==> config.mk <==
export PLATFORM = sky130hd
export DESIGN_NAME = tick_bank
export DESIGN_NICKNAME = d
export VERILOG_FILES = /design/src/rtl/tick_pkg.sv /design/src/rtl/tick_chan.sv /design/src/rtl/tick_bank.sv
export SDC_FILE = /design/constraint.sdc
export NUM_CORES = 1
export LEC_CHECK = 0
export CORE_UTILIZATION = 30
export CTS_CLUSTER_DIAMETER = 100
export DETAILED_ROUTE_END_ITERATION = 12
export PLACE_DENSITY = 0.5
export SYNTH_ARGS = -nofsm -noshare
export SYNTH_HDL_FRONTEND = slang
export SYNTH_SLANG_ARGS = --single-unit
==> constraint.sdc <==
create_clock -name clk -period 5.6 [get_ports clk]
set_input_delay 0.56 -clock clk [delete_from_list [all_inputs] [get_ports clk]]
set_output_delay 0.56 -clock clk [all_outputs]
set_load 0.005 [all_outputs]
==> src/rtl/tick_pkg.sv <==
// Shared constants and types for the tick_bank periodic tick generator.
package tick_pkg;

    localparam int unsigned CH_IDX_W     = 4;
    localparam int unsigned DIV_60HZ     = 1_666_667;
    localparam int unsigned DIV_1HZ      = 100_000_000;
    localparam int unsigned TICK_DEF_DIV = DIV_60HZ;

    typedef enum logic [2:0] {
        ACT_SYNC,
        ACT_LOAD,
        ACT_STOP,
        ACT_HOLD,
        ACT_WRAP,
        ACT_COUNT
    } chan_act_e;

endpackage

==> src/rtl/tick_chan.sv <==
// One tick channel: divisor register, period counter, tick pulse and square output.
module tick_chan
    import tick_pkg::*;
#(
    parameter int unsigned CNT_W   = 24,
    parameter int unsigned DEF_DIV = TICK_DEF_DIV
) (
    input  logic             clk,
    input  logic             reset,
    input  logic             en,
    input  logic             sync,
    input  logic             wr_en,
    input  logic [CNT_W-1:0] wr_div,
    output logic             tick,
    output logic             sq
);

    localparam logic [CNT_W-1:0] RST_DIV = CNT_W'(DEF_DIV);

    logic [CNT_W-1:0] cnt;
    logic [CNT_W-1:0] div;
    chan_act_e        act_c;

    // Priority: realign, then divisor load, then stopped, then frozen, then count.
    always_comb begin
        act_c = ACT_HOLD;
        if (sync) begin
            act_c = ACT_SYNC;
        end else if (wr_en) begin
            act_c = ACT_LOAD;
        end else if (div == '0) begin
            act_c = ACT_STOP;
        end else if (!en) begin
            act_c = ACT_HOLD;
        end else if (cnt == div - CNT_W'(1)) begin
            act_c = ACT_WRAP;
        end else begin
            act_c = ACT_COUNT;
        end
    end

    always_ff @(posedge clk or posedge reset) begin
        if (reset) begin
            cnt  <= '0;
            div  <= RST_DIV;
            tick <= 1'b0;
            sq   <= 1'b0;
        end else begin
            tick <= 1'b0;
            // A realign does not block the divisor update of a simultaneous write.
            if (wr_en) begin
                div <= wr_div;
            end
            case (act_c)
                ACT_SYNC: begin
                    cnt <= '0;
                    sq  <= 1'b0;
                end
                ACT_LOAD, ACT_STOP: begin
                    cnt <= '0;
                end
                ACT_WRAP: begin
                    cnt  <= '0;
                    tick <= 1'b1;
                    sq   <= ~sq;
                end
                ACT_COUNT: begin
                    cnt <= cnt + CNT_W'(1);
                end
                default: begin
                end
            endcase
        end
    end

endmodule

==> src/rtl/tick_bank.sv <==
// Bank of NUM_CH programmable tick generators with a shared divisor write port.
// Optional global realign input enabled by defining TICK_BANK_SYNC_EN.
module tick_bank
    import tick_pkg::*;
#(
    parameter int unsigned NUM_CH  = 4,
    parameter int unsigned CNT_W   = 24,
    parameter int unsigned DEF_DIV = TICK_DEF_DIV
) (
    input  logic                clk,
    input  logic                reset,
    input  logic                wr_valid,
    input  logic [CH_IDX_W-1:0] wr_ch,
    input  logic [CNT_W-1:0]    wr_div,
    output logic                wr_ack,
    output logic                wr_err,
    input  logic [NUM_CH-1:0]   ch_en,
    input  logic                sync,
    output logic [NUM_CH-1:0]   tick,
    output logic [NUM_CH-1:0]   sq
);

    localparam int unsigned SEL_W = CH_IDX_W + 1;

    logic              wr_ok_c;
    logic              sync_c;
    logic [NUM_CH-1:0] wr_sel_c;

`ifdef TICK_BANK_SYNC_EN
    assign sync_c = sync;
`else
    logic unused_sync;
    assign unused_sync = sync;
    assign sync_c      = 1'b0;
`endif

    // Widened compare so NUM_CH = 16 does not wrap.
    assign wr_ok_c = wr_valid && ({1'b0, wr_ch} < SEL_W'(NUM_CH));

    always_comb begin
        wr_sel_c = '0;
        for (int i = 0; i < int'(NUM_CH); i++) begin
            wr_sel_c[i] = wr_ok_c && (wr_ch == CH_IDX_W'(i));
        end
    end

    always_ff @(posedge clk or posedge reset) begin
        if (reset) begin
            wr_ack <= 1'b0;
            wr_err <= 1'b0;
        end else begin
            wr_ack <= wr_ok_c;
            wr_err <= wr_valid && !wr_ok_c;
        end
    end

    for (genvar g = 0; g < int'(NUM_CH); g++) begin : g_ch
        tick_chan #(
            .CNT_W   (CNT_W),
            .DEF_DIV (DEF_DIV)
        ) u_chan (
            .clk    (clk),
            .reset  (reset),
            .en     (ch_en[g]),
            .sync   (sync_c),
            .wr_en  (wr_sel_c[g]),
            .wr_div (wr_div),
            .tick   (tick[g]),
            .sq     (sq[g])
        );
    end

endmodule

* Word level (Yosys, flattened, before mapping)
Cells that the tools add are included.
** Storage, ports and cells
- Bits in registers :: 202
- Output and inout bits :: 10
- Input bits :: 36
- Logic and storage cells :: 110
** Operators by class
- Magnitude comparators :: 1
- Bitwise operators :: 4
- Reduce and logical (&&, ||, !) cells :: 28
- Add/sub/neg operators :: 8
- Equal/unequal tests :: 23
- Multiplexer cells :: 28
** Operator list (number)
- case mux 24 bit (2 select lines) :: 4
- adder 24 x 1 -> 24 bit, second input constant :: 4
- equality test 24 bit :: 4
- zero test 24 bit :: 4
- subtractor 24 x 1 -> 24 bit, second input constant :: 4
- two-way mux 3 bit :: 12
- equality test 3 bit, second input constant :: 8
- nonzero test 2 bit :: 8
- OR reduction 4 bit :: 4
- equality test 3 x 1 -> 1 bit, second input constant :: 4
- equality test 3 x 2 -> 1 bit, second input constant :: 4
- zero test 3 bit :: 4
- equality test 4 x 2 -> 1 bit, second input constant :: 2
- two-way mux 1 bit :: 8
- case mux 1 bit (2 select lines) :: 4
- logical AND 1 bit :: 6
- equality test 4 x 1 -> 1 bit, second input constant :: 1
- zero test 4 bit :: 1
- less-than comparator 4 x 3 -> 1 bit, second input constant :: 1
- NOT 1 bit :: 4
- zero test 1 bit :: 1

* Logic depth before layout (Yosys ltp)
- Depth after elaboration :: 9
- Depth in mapped cells :: 12

* Modules after synthesis
From an unflattened synthesis, not the netlist that was laid out.
** Second synthesis, totals
- Cell total of the unflattened synthesis :: 1344
- Area total of the unflattened synthesis :: 13158.9 sq um
** By module, submodules not included
- tick_chan (g_ch[0].u_chan ...) :: area each 3338.2 sq um, instances 3, cells an instance 340, sequential area each 1267.5 sq um
- tick_chan (g_ch[3].u_chan) :: area each 3032.9 sq um, instances 1, cells an instance 313, sequential area each 1267.5 sq um
- tick_bank :: area each 111.4 sq um, instances 1, cells an instance 11, sequential area each 50.0 sq um

* Least setup slack after synthesis
OpenSTA, ideal clock, no wires.
- Path kind :: reg-to-reg
- Start point :: register g_ch[1].u_chan.div[4]
- End point :: register g_ch[1].u_chan.cnt[0]
- Setup time :: 0.121 ns
- Period minus slack after synthesis :: 3.304 ns
- Stages on the path, launching flop included :: 12
- Arrival :: 3.183 ns
- Slack :: 2.296 ns
- Path through :: dfrtp_1 > or4_1 > buf_2 > or4_1 > buf_2 > or4_1 > a22oi_1 > nor4b_4 > o2111ai_2 > nand2_1 > buf_2 > nor2_1
** Between the ends
- Word-level cells in the longest chain between the ends :: 9
** RTL lines
- start: declaration :: RTL line tick_chan.sv:21 : logic [CNT_W-1:0] div;
- start signal: assignment :: RTL line tick_chan.sv:52 : div <= wr_div;
- subtractor 24 x 1 -> 24 bit :: RTL line tick_chan.sv:35 : end else if (cnt == div - CNT_W'(1)) begin
- equality test 24 bit :: RTL line tick_chan.sv:35
- two-way mux 1 bit :: RTL line tick_chan.sv:35
- two-way mux 3 bit :: RTL line tick_chan.sv:33 : end else if (!en) begin
- two-way mux 3 bit (*) :: RTL line tick_chan.sv:31 : end else if (div == '0) begin
- two-way mux 3 bit (*) :: RTL line tick_chan.sv:29 : end else if (wr_en) begin
- equality test 3 x 1 -> 1 bit (tied with other cells) :: RTL line tick_chan.sv:54 : case (act_c)
- OR reduction 4 bit (no line)
- case mux 24 bit (2 select lines) or nonzero test 2 bit (tied branches)
- end signal: assignment :: RTL line tick_chan.sv:68 : cnt <= cnt + CNT_W'(1);
- end: declaration :: RTL line tick_chan.sv:20 : logic [CNT_W-1:0] cnt;
Every way passes the cells marked *; elsewhere a longest branch is shown, timed or not.
A chain may end at the register's enable or synchronous reset.

* Worst setup path after layout
- Start point :: register g_ch[3].u_chan.div[0]
- End point :: register g_ch[3].u_chan.cnt[23]
** Between the ends
- Word-level cells in the longest chain between the ends :: 9
** RTL lines (RTL line)
- start: declaration :: tick_chan.sv:21
- start signal: assignment :: tick_chan.sv:52
- subtractor 24 x 1 -> 24 bit :: tick_chan.sv:35
- equality test 24 bit :: tick_chan.sv:35
- two-way mux 1 bit :: tick_chan.sv:35
- two-way mux 3 bit :: tick_chan.sv:33
- two-way mux 3 bit (*) :: tick_chan.sv:31
- two-way mux 3 bit (*) :: tick_chan.sv:29
- equality test 3 x 1 -> 1 bit (tied with other cells) :: tick_chan.sv:54
- OR reduction 4 bit (no line)
- case mux 24 bit (2 select lines) or nonzero test 2 bit (tied branches)
- end signal: assignment :: tick_chan.sv:68
- end: declaration :: tick_chan.sv:20
Marks and branches as above.

==> impl_metrics.tcl <==
set metrics [dict create \
    num_vias 9733 \
    synthesis.nets 1397 \
    nFillCells 4237 \
    ant_nets 0 \
    num_io_pins 46 \
    grt-ovfl-total 0 \
    drt_iter0_markers 577 \
    startpoint_type "flip-flop" \
    grt_pass1_wl_mm 53.73 \
    seq_power_share_pct 43.3 \
    stdcell_count 1913 \
    worst-setup-path-type "flip-flop to flip-flop" \
    async_flop_share_pct 100.0 \
    ys_types 76 \
    grt_setup_unrepaired "false" \
    swShare_pct 32.88 \
    first_pass_iters 6 \
    dpl.hpwl_mm 23.69 \
    outcome "finished, final reports clean" \
    pwr-share-clk_pct 32.5 \
    nNetsFinal 1408 \
    max_freq_ghz 0.2367 \
    pwr_density_cell_mw_per_mm2 351.9 \
    final_common_cell "nor2_1" \
    antenna_found_initial 2 \
    route.detailed.drc 0 \
    fin_skew_ns 0.006993 \
    required_ns 5.98 \
    placed_cells 1871 \
    fin_crit_sh_pct 75.45 \
    maxSlewHeadroom_pct 27.76 \
    synth_warnings 0 \
    die_height_um 205.2 \
    hold_violations 0 \
    p_int_w 0.003332 \
    syn_inst 1353 \
    drive_gt1_share_pct 13.48 \
    avgSynthCellArea_um2 9.158 \
    ys_seq_area_share_pct 41.32 \
    num_rows 74 \
    numPortBuffers 44 \
    cts_setup_buffers 0 \
    drt_wl_total_mm 32.52 \
    post-route-util_pct 34.63 \
    die_w_um 205.2 \
    gp_congestion 0.8514 \
    mostFrequentLayoutCells "nor2_1, dfrtp_1, nand2_1, xnor2_1, xor2_1" \
    hold_buffers 0 \
    max-cap-violations 0 \
    tightest_slew_ns 1.074 \
    syn-cell-area_mm2 0.01239 \
    cts_inserted_buffers 23 \
    grt_pass1_vias 9737 \
    hold_class "flip-flop to flip-flop" \
    ir_worst_vdd_mv 0.2043 \
    period_needed_ns 4.225 \
    cts_tree "built" \
    setup_viol 0 \
    wl_per_cell_um 17.00 \
    pwr-share-comb_pct 24.3 \
    p_leak_nw 5.513 \
    syn2layout_area_growth_pct 13.84 \
    synthFlopType "dfrtp_1" \
    synth_edf_count 0 \
    pre_cts_slack_ns 1.470 \
    worstSkewPairLatency_ns 0.53 \
    fp.dieArea_mm2 0.04212 \
    path_clk_slew_ns 0.06 \
    cts.path.max_buffers 3 \
    cp_max_fo 6 \
    cts-resized-gates 0 \
    critPathCaptureType "flip-flop" \
    grt_start_max_net_pins 103 \
    via_per_inst 5.088 \
    setup_ws_ns 1.375 \
    initial_core_util_pct 30.41 \
    crit_arrival_ns 4.60 \
    ys_ff_latch 202 \
    h-tree-depth 1 \
    clock_sinks 202 \
    tns_ns 0 \
    slew_violations 0 \
    grtUsageTotal_pct 16.11 \
    clockRootBuffer "clkbuf_16" \
    p_sw_w 0.001632 \
    coreArea_mm2 0.04074 \
]
==> Yosys cell counts (23+ instances only) <==
cell type  instances  share of area (%)
nand4_1           34                1.7
nand3_1           52                2.1
dfrtp_1          150                 30
mux2_2            64                5.8
o21ai_0           32                1.3
nor3_1            57                2.3
nand2_1          142                4.3
xnor2_1          130                9.2
dfstp_2           52                 11
clkbuf_1          46                1.4
inv_1             43                1.3
nor4_1            30                1.5
xor2_1            80                5.7
or4_1             23                1.4
nor2_1           170                5.1
==> final timing paths <==
| path | startpoint | endpoint | slack, ns | depth (start not counted) |
|---|---|---|---|---|
| worst max register to register | g_ch[3].u_chan.div[0] | g_ch[3].u_chan.cnt[23] | 1.37 | 10 |
| worst min-delay path | g_ch[3].u_chan.sq | g_ch[3].u_chan.sq | 0.47 | 1 |
| worst min register to register | g_ch[3].u_chan.sq | g_ch[3].u_chan.sq | 0.47 | 1 |
| worst max-delay path | g_ch[3].u_chan.div[0] | g_ch[3].u_chan.cnt[23] | 1.37 | 10 |
| min in group asynchronous | reset | g_ch[2].u_chan.div[4] | 0.49 | 2 |
| max in group asynchronous | reset | g_ch[1].u_chan.div[21] | 4.13 | 3 |
==> power groups by stage <==
stage                     clock network, W  registers [W]  logic, W
after CTS                          0.00167        0.00215   0.00121
final                              0.00161        0.00215   0.00120
after floorplan                          0        0.00200   0.00103
after global placement                   0        0.00216   0.00118
after global routing               0.00172        0.00220   0.00137
after detailed placement                 0        0.00217   0.00120
==> cell type report <==
class	instances	area [um2]	share of cell area (%)
repair buffers	51	518.0	3.672
diodes	1	2.502	0.01774
clock inverters	11	155.1	1.100
clock buffers	30	641.9	4.550
flip-flops and latches	202	5120	36.30
well taps	532	665.6	4.719
inverters	43	165.2	1.171
multi-input cells	1043	6838	48.47
==> state kept, by name (all words and copies together) (netlist names) <==
signal and cells:
g_ch.u_chan.cnt 96, g_ch.u_chan.div 96, g_ch.u_chan.sq 4, g_ch.u_chan.tick 4, wr_ack 1, wr_err 1
==> cells by family after synthesis <==
kind of cell | share of synthesized area, %
mux | 6.059
simple gates | 25.06
buf+inv | 3.575
fa+ha+maj | 0.8079
compound gates | 8.149
flops | 41.32
xor+xnor | 15.03
==> critical path, stage by stage, from the launching register on <==
cell and delay, ns:
dfstp_2 0.40, inv_1 0.06, ha_1 0.27, nor4b_1 0.73
nand4_1 0.45, o31ai_1 0.95, o211ai_1 0.35, or2_2 0.44
nor3_1 0.24, xnor2_1 0.14, nor2_1 0.05
==> metal layers <==
layer / GRT usage [%] / wire length (um)
met3: 2.566 / 1442
met1: 23.90 / 16420
met2: 24.57 / 14140
met5: 0 / 0
met4: 3.122 / 514
==> through the flow <==
| stage | cell area (um2) | hold WS, ns | total power (W) |
|---|---|---|---|
| finish | 14110 | 0.4689 | 0.004964 |
| global route | 14100 | 0.4889 | 0.005290 |
| CTS | 14100 | 0.4728 | 0.005025 |
| detailed placement | 13310 | 0.4603 | 0.003374 |
| global placement | 13310 | 0.4576 | 0.003341 |
| floorplan | 12390 | 0.4428 | 0.003030 |
(Power assumes the default switching activity.)
